### config.mk
export PLATFORM = sky130hd
export DESIGN_NAME = writeback_unit
export DESIGN_NICKNAME = d
export VERILOG_FILES = /design/src/rtl/writeback_unit.sv
export SDC_FILE = /design/constraint.sdc
export NUM_CORES = 1
export LEC_CHECK = 0
export ABC_CLOCK_PERIOD_IN_PS = 3400
export BUFFER_PORTS_ARGS = -buffer_cell sky130_fd_sc_hd__buf_2
export CAP_MARGIN = 25
export CORE_UTILIZATION = 47
export DETAILED_ROUTE_END_ITERATION = 8
export GPL_TIMING_DRIVEN = 0
export PLACE_DENSITY = 0.79
export SLEW_MARGIN = 15
export SYNTH_ARGS = -nofsm -noshare
export SYNTH_HDL_FRONTEND = slang
export SYNTH_SLANG_ARGS = --single-unit
### constraint.sdc
create_clock -name clk -period 3.4 [get_ports clk]
set_input_delay 0.51 -clock clk [delete_from_list [all_inputs] [get_ports clk]]
set_output_delay 0.51 -clock clk [all_outputs]
set_load 0.05 [all_outputs]
### src/rtl/writeback_unit.sv
// Register-file writeback stage: delays the writeback sideband to line up with the ALU result, then extends loads and registers one RF write.
// Latency: i_valid at cycle t gives o_rf_* at t+ALU_LATENCY+1. o_instret counts that instruction in the same cycle.
// Backpressure: none. One instruction is accepted every cycle, and the stage never stalls.
//
// Ports:
//   clk, rst_n                       clock and asynchronous active-low reset
//   i_valid/i_tid/i_rd/i_wb_sel      issue-time sideband: thread, destination, and source select (00 ALU, 01 load, 10 PC+4, 11 none)
//   i_pc_plus4                       link value for JAL/JALR
//   i_load_funct3/i_load_addr_lo     load format and byte offset within the word
//   i_alu_result/i_load_rdata        data arriving ALU_LATENCY cycles after issue
//   i_instret_clr                    synchronous clear of the retire counter (wins over an increment)
//   o_rf_we/o_rf_tid/o_rf_waddr/o_rf_wdata   registered register-file write port
//   o_misaligned                     one-cycle pulse when a misaligned load has its write suppressed
//   o_instret                        64-bit retired-instruction counter
module writeback_unit #(
    parameter int DWIDTH      = 32,
    parameter int NUM_THREADS = 16,
    parameter int TID_WIDTH   = $clog2(NUM_THREADS),
    parameter int ALU_LATENCY = 1
) (
    input  logic                 clk,
    input  logic                 rst_n,
    input  logic                 i_valid,
    input  logic [TID_WIDTH-1:0] i_tid,
    input  logic [4:0]           i_rd,
    input  logic [1:0]           i_wb_sel,
    input  logic [DWIDTH-1:0]    i_pc_plus4,
    input  logic [2:0]           i_load_funct3,
    input  logic [1:0]           i_load_addr_lo,
    input  logic [DWIDTH-1:0]    i_alu_result,
    input  logic [DWIDTH-1:0]    i_load_rdata,
    input  logic                 i_instret_clr,
    output logic                 o_rf_we,
    output logic [TID_WIDTH-1:0] o_rf_tid,
    output logic [4:0]           o_rf_waddr,
    output logic [DWIDTH-1:0]    o_rf_wdata,
    output logic                 o_misaligned,
    output logic [63:0]          o_instret
);

    localparam logic [1:0] WB_ALU  = 2'b00;
    localparam logic [1:0] WB_LOAD = 2'b01;
    localparam logic [1:0] WB_PC4  = 2'b10;

    typedef struct packed {
        logic                 valid;
        logic [TID_WIDTH-1:0] tid;
        logic [4:0]           rd;
        logic [1:0]           wb_sel;
        logic [DWIDTH-1:0]    pc_plus4;
        logic [2:0]           funct3;
        logic [1:0]           addr_lo;
    } sb_t;

    sb_t sb_in;
    sb_t sb_al;   // sideband aligned with i_alu_result / i_load_rdata

    assign sb_in = {i_valid, i_tid, i_rd, i_wb_sel, i_pc_plus4, i_load_funct3, i_load_addr_lo};

    // Delay line matching the ALU pipe depth. At depth 0 the sideband is used as it arrives.
    generate
        if (ALU_LATENCY == 0) begin : g_nodelay
            assign sb_al = sb_in;
        end else begin : g_delay
            sb_t pipe_q [ALU_LATENCY];

            always_ff @(posedge clk or negedge rst_n) begin
                if (!rst_n) begin
                    for (int k = 0; k < ALU_LATENCY; k++) begin
                        pipe_q[k] <= '0;
                    end
                end else begin
                    pipe_q[0] <= sb_in;
                    for (int k = 1; k < ALU_LATENCY; k++) begin
                        pipe_q[k] <= pipe_q[k-1];
                    end
                end
            end

            assign sb_al = pipe_q[ALU_LATENCY-1];
        end
    endgenerate

    // Load extension: shift the addressed byte or halfword down to bit 0 first.
    logic [DWIDTH-1:0] shifted;
    logic [DWIDTH-1:0] load_ext;

    assign shifted = i_load_rdata >> {sb_al.addr_lo, 3'b000};

    always_comb begin
        load_ext = i_load_rdata;
        case (sb_al.funct3)
            3'b000:  load_ext = {{(DWIDTH-8){shifted[7]}},   shifted[7:0]};
            3'b001:  load_ext = {{(DWIDTH-16){shifted[15]}}, shifted[15:0]};
            3'b100:  load_ext = {{(DWIDTH-8){1'b0}},         shifted[7:0]};
            3'b101:  load_ext = {{(DWIDTH-16){1'b0}},        shifted[15:0]};
            default: load_ext = i_load_rdata;   // LW and the reserved encodings
        endcase
    end

    // Misalignment: a halfword may not cross the word, and a word must start at offset 0.
    logic fmt_misaligned;
    logic mis_nxt;

    always_comb begin
        fmt_misaligned = 1'b0;
        case (sb_al.funct3)
            3'b001, 3'b101:                 fmt_misaligned = (sb_al.addr_lo == 2'd3);
            3'b010, 3'b011, 3'b110, 3'b111: fmt_misaligned = (sb_al.addr_lo != 2'd0);
            default:                        fmt_misaligned = 1'b0;
        endcase
    end

    assign mis_nxt = sb_al.valid & (sb_al.wb_sel == WB_LOAD) & fmt_misaligned;

    logic [DWIDTH-1:0] wdata_nxt;
    logic              we_nxt;

    always_comb begin
        wdata_nxt = '0;   // no-write slots present zero data
        case (sb_al.wb_sel)
            WB_ALU:  wdata_nxt = i_alu_result;
            WB_LOAD: wdata_nxt = load_ext;
            WB_PC4:  wdata_nxt = sb_al.pc_plus4;
            default: wdata_nxt = '0;
        endcase
    end

    // x0 writes are dropped, but their data is still driven.
    assign we_nxt = sb_al.valid & (sb_al.wb_sel != 2'b11) & (sb_al.rd != 5'd0) & ~mis_nxt;

    always_ff @(posedge clk or negedge rst_n) begin
        if (!rst_n) begin
            o_rf_we      <= 1'b0;
            o_rf_tid     <= '0;
            o_rf_waddr   <= '0;
            o_rf_wdata   <= '0;
            o_misaligned <= 1'b0;
            o_instret    <= '0;
        end else begin
            o_rf_we      <= we_nxt;
            o_misaligned <= mis_nxt;
            o_rf_tid     <= sb_al.tid;
            o_rf_waddr   <= sb_al.rd;
            o_rf_wdata   <= wdata_nxt;
            // Every valid instruction retires here, including suppressed writes.
            if (i_instret_clr) begin
                o_instret <= '0;
            end else if (sb_al.valid) begin
                o_instret <= o_instret + 64'd1;
            end
        end
    end

endmodule

==> results of run 1 <==
==> through the flow <==
step	utilization (%)	area, um2
2_1_floorplan	-	6910
3_3_place_gp	58.5	8250
3_5_place_dp	58.8	8290
4_1_cts	62.7	8840
5_1_grt	62.7	8840
6_report	62.7	8840
==> sequential cells by signal, indices dropped and copies added, names as in the netlist <==
signal,count
o_rf_wdata,32
o_misaligned,1
o_instret,64
o_rf_we,1
o_rf_waddr,5
o_rf_tid,4
g_delay.pipe_q,49
==> synthesized netlist by cell type, drive strengths merged, types with 5 or more instances <==
| library cell | n |
|---|---|
| and3 | 5 |
| o22ai | 8 |
| nor2b | 9 |
| a211o | 16 |
| o31ai | 11 |
| nor2 | 75 |
| o21ai | 25 |
| mux2i | 28 |
| or4 | 10 |
| nand2 | 44 |
| a21oi | 37 |
| a221oi | 7 |
| inv | 14 |
| xor2 | 20 |
| and4 | 8 |
| nand2b | 9 |
| a211oi | 8 |
| buf | 5 |
| dfrtp | 156 |
| or3 | 13 |
| o221ai | 7 |
| a31oi | 7 |
| nor4 | 8 |
| clkbuf | 27 |
| nand4 | 26 |
| nand3 | 19 |
| xnor2 | 13 |
| nor3 | 12 |
==> worst paths after layout <==
path / startpoint / endpoint / slack [ns] / cells after the start
setup / recovery: o_instret[0] / o_instret[54] / 0.62 / 7
hold reg to reg: g_delay.pipe_q[46] / o_rf_tid[2] / 0.35 / 0
min in group clk: i_pc_plus4[25] / g_delay.pipe_q[30] / 0.19 / 1
hold / removal: rst_n / g_delay.pipe_q[45] / 0.02 / 1
setup reg to reg: o_instret[0] / o_instret[54] / 0.62 / 7
max in group asynchronous: rst_n / o_instret[46] / 2.57 / 2
==> report_power, final <==
part	internal (mW)	switching (mW)
combinational	0.153	0.359
clock	1.01	0.777
sequential	1.93	0.0255
total	3.09	1.16
==> cells by family (layout without fill, tap and decap cells) <==
kind of cell,count (synthesis),after routing,share of synthesized area [%]
buf+inv,46,300,2.55
flops,156,156,56.5
simple gates,251,251,19.3
fa+ha+maj,1,1,0.181
xor+xnor,33,33,4.18
mux,29,29,4.38
compound gates,135,135,12.9
==> cell type report <==
class                           count  area (um2)
Fill cell                        1190        5260
Sequential cell                   156        3900
Multi-Input combinational cell    449        2830
Timing Repair Buffer              223        1150
Clock buffer                       19         433
Tap cell                          180         225
Buffer                             32         124
Clock inverter                     12         116
Inverter                           14        52.6
==> layer usage <==
layer  wire length, um  GRT usage, %  part of all wire, %
met5                 0             0                    0
met4               458          9.71                  2.4
met3              1370          6.96                  7.0
met2              9220          40.9                   47
met1              8450          35.4                   43
==> flow_summary.toml, run 1 <==
[outcome]
status = "finished clean"

[floorplan]
start_util_pct = 49.0
dieArea_um2 = 15200
top_level_ports = 223
core_um2 = 14100
rows = 43
die_h_um = 123
die_w_um = 123

[global_routing]
grt_usage_pct = 26.3
grt_max_degree = 84
grt_pass1_vias = 5844
grt-ovfl-total = 0
antenna_found_initial = 0
grt_pass1_wl_mm = 30.1

[timing]
rsz0062_at_grt = "no"
tightest_slew_ns = 0.929
min_period_ns = 2.78
max_clock_freq_ghz = 0.360
timing.final.crit_share_pct = 81.8
setup_viol = 0
fin_setup_tns_ns = 0
finalClockSkew_ns = 0.0116
fin_ws_ns = 0.620
hold_slack_ns = 0.0238
slew_headroom_pct = 37.6
final_max_slew_viol_count = 0
hold_viol_final = 0

[drt]
via_per_inst = 5.75
ant_nets = 0
wl_mm = 19.5
drt_first_iter_violations = 542
dr.pass1.iters = 5
wl_per_cell_um = 18.0
route.vias.total = 6234
drc = 0

[placement]
port_buffers = 222
hpwl_mm = 14.2
dp_cells = 1054
gp_congestion = 0.914
dp_slack_ns = 0.699

[clocking]
post_cts_buffers = 0
htreeDepth = 4
cts_tree = "done"
path_clk_slew_ns = 0.06
cts_resized = 0
numCtsBuffers = 17
clockBufferDepth = 2
ctsHoldBuffers = 0
cts_sinks = 156
cts_root_buf = "clkbuf_16"
clock_latency_ns = 0.42

[finish]
final_nets = 1010
instances_no_fill = 1085
mostFrequentLayoutCell = "buf_2"
layout-drive-gt1-share_pct = 29.4
area_growth_pct = 27.8
final_cell_mix = "buf_2 (224), dfrtp_1 (156), nor2_1 (75)"
antenna_cells = 0

[worst_setup_path]
start_kind = "register"
cp_cell_sequence = "ha_1 > o211ai_1 > nor3_2 > nand4_2 > clkbuf_1 > o41ai_1 > a21oi_1"
crit_type = "register to register"
critPathBufInv = 1
crit_family = "compound AO/OA/AOI/OAI gates"
cp_slowest_cell = "nor3_2"
arrival_ns = 3.06
end_kind = "register"
cp.required_ns = 3.68
path_max_fanout = 10
critPathMaxStageDelay_ns = 0.47

[power_and_ir_drop]
finalPower_mw = 4.25
power.density_nw_per_um2 = 481
power_leakage_nw = 4.23
max-vdd-ir-drop_mv = 0.327

[synth]
synthCells = 651
synth.top_cell.area_share_pct = 56.5
syn_nets = 768
synth_area_leaders = "dfrtp_1 (56%), nor2_1 (4.1%), mux2i_1 (4.1%), a21oi_1 (2.7%), xor2_1 (2.5%)"
yosysWarnings = 0
ys_seq_elements = 156
synthArstFlopShare_pct = 100
synth-main-ff-cell = "dfrtp_1"
synth.avg_cell_area_um2 = 10.6
netlist_area_um2 = 6910
synth_edf_count = 0
seq_area_frac_synth_pct = 56.5
post_synth_num_cell_types = 49
yosys.area.top_type = "dfrtp_1"

[worst_hold_path]
min_path_type = "input pin to async pin"

[job]
drv_cap = 0
Note: power is estimated with default switching activity, not from simulation.
==> run 2: changes to the inputs <==
- ABC_CLOCK_PERIOD_IN_PS: 3400 -> 2790
- clock period: 3.4 -> 2.79 ns (I/O delays scaled with it)
==> flow_summary.toml, run 2 (synthesis results as in run 1) <==
[placement]
port_buffers = 222
gp_congestion = 0.914
hpwl_mm = 14.2
dp_cells = 1054
dp_slack_ns = 0.0886

[global_routing]
grt-ovfl-total = 0
grt_max_degree = 84
antenna_found_initial = 0
grt_usage_pct = 26.3
grt_pass1_vias = 5847
grt_pass1_wl_mm = 30.1

[timing]
hold_viol_final = 0
fin_setup_tns_ns = 0
fin_ws_ns = 0.185
max_clock_freq_ghz = 0.384
final_max_slew_viol_count = 0
setup_viol = 0
timing.final.crit_share_pct = 93.4
rsz0062_at_grt = "no"
slew_headroom_pct = 38.5
tightest_slew_ns = 0.916
min_period_ns = 2.61
finalClockSkew_ns = 0.0114

[finish]
top_register = "o_instret"
area_growth_pct = 28.1
layout-drive-gt1-share_pct = 29.5
reg_top3 = "o_instret (64), g_delay.pipe_q (49), o_rf_wdata (32)"
fill_cells = 1186
antenna_cells = 0
mostFrequentLayoutCell = "buf_2"
final_nets = 1011
final_util_pct = 62.8
final_cell_mix = "buf_2 (224), dfrtp_1 (156), nor2_1 (75)"
largest_reg_flops = 64
instances_no_fill = 1086

[worst_setup_path]
reg2reg_slack_ns = 0.18
arrival_ns = 2.88
crit_type = "register to register"
end_kind = "register"
r2r_end = "o_instret[54]"
cp.required_ns = 3.07
start_kind = "register"
timing.rr.start = "o_instret[20]"
rr_worst_depth = 6
path_max_fanout = 10

[clocking]
post_cts_buffers = 0
clock_latency_ns = 0.43
cts_sinks = 156
numCtsBuffers = 17
htreeDepth = 4
clockBufferDepth = 2
cts_tree = "done"
cts_root_buf = "clkbuf_16"
path_clk_slew_ns = 0.07

[drt]
via_per_inst = 5.77
drt_first_iter_violations = 571
route.vias.total = 6266
drc = 0
dr.pass1.iters = 6
wl_per_cell_um = 18.0
ant_nets = 0
wl_mm = 19.5

[floorplan]
core_um2 = 14100
top_level_ports = 223
rows = 43
die_w_um = 123
start_util_pct = 49.0
dieArea_um2 = 15200
die_h_um = 123

[worst_hold_path]
min_to = "g_delay.pipe_q[1]"
hp-start = "i_load_addr_lo[1]"
min_path_cells = 1
min_path_type = "input pin to register"

[job]
drv_cap = 0

[power_and_ir_drop]
finalPower_mw = 5.19
power_leakage_nw = 4.26
max-vdd-ir-drop_mv = 0.403
power.density_nw_per_um2 = 586

[outcome]
status = "finished clean"
-- run 2: cell types whose count changed in the layout (fill, tap and decap cells not counted) --
cell | before | now
dlygate4sd3_1 | 0 | 1
clkbuf_2 | 0 | 1
nor3_4 | 0 | 1
clkbuf_1 | 29 | 28
nor3_2 | 1 | 0
-- run 2: report_power, final --
part / internal [mW] / switching (mW) / total (mW) / leakage [nW]
clock network: 1.23 / 0.948 / 2.18 / 0.264
registers: 2.35 / 0.0312 / 2.38 / 1.99
logic: 0.188 / 0.438 / 0.626 / 2.00
total: 3.77 / 1.42 / 5.19 / 4.26
-- run 2: how the worst max path moves through the flow --
stage                        startpoint            end  slack (ns)
final                     o_instret[20]  o_instret[54]        0.18
after global routing       o_instret[0]  o_instret[54]        0.03
after CTS                  o_instret[0]  o_instret[54]        0.02
after detailed placement   o_instret[0]  o_instret[54]        0.09
after global placement            rst_n  o_instret[48]       -1.00
after floorplan            o_instret[0]  o_instret[54]        0.32
-- run 2: area by class of cell --
cell class | instances | area (um2) | share of cell area [%]
Buffer | 32 | 125 | 1.41
Clock buffer | 19 | 433 | 4.89
Clock inverter | 12 | 116 | 1.31
Inverter | 14 | 52.6 | 0.594
Multi-Input combinational cell | 449 | 2840 | 32.1
Sequential cell | 156 | 3900 | 44.1
Tap cell | 180 | 225 | 2.54
Timing Repair Buffer | 224 | 1160 | 13.1
-- run 2: layer usage --
| layer | vias to the layer above | wire length (um) | GRT usage [%] |
|---|---|---|---|
| met2 | 280 | 9220 | 40.9 |
| met4 | 0 | 391 | 9.71 |
| met3 | 35 | 1450 | 6.96 |
| li1 | 2870 | - | - |
| met1 | 3081 | 8470 | 35.4 |
| met5 | - | 0 | 0 |
-- run 2: critical path, cell delays in order (launching register included) --
cell,delay (ns)
dfrtp_1,0.46
nand4_2,0.25
nor4_4,0.54
nand4_2,0.34
clkbuf_2,0.31
o41ai_1,0.43
a21oi_1,0.13
-- run 2: stage by stage --
| stage | hold slack (ns) | instance area (um2) |
|---|---|---|
| 2_1_floorplan | 0.123 | 6910 |
| 3_3_place_gp | 0.332 | 8250 |
| 3_5_place_dp | 0.338 | 8290 |
| 4_1_cts | 0.0768 | 8850 |
| 5_1_grt | 0.0743 | 8850 |
| 6_report | 0.0903 | 8850 |
-- run 2: repair_timing --
| item | in CTS | in global routing |
|---|---|---|
| hold endpoints to repair | 67 | 0 |
| setup endpoints to repair | 0 | 2 |
| hold buffers | 1 | 0 |
| gates resized for setup | 0 | 3 |
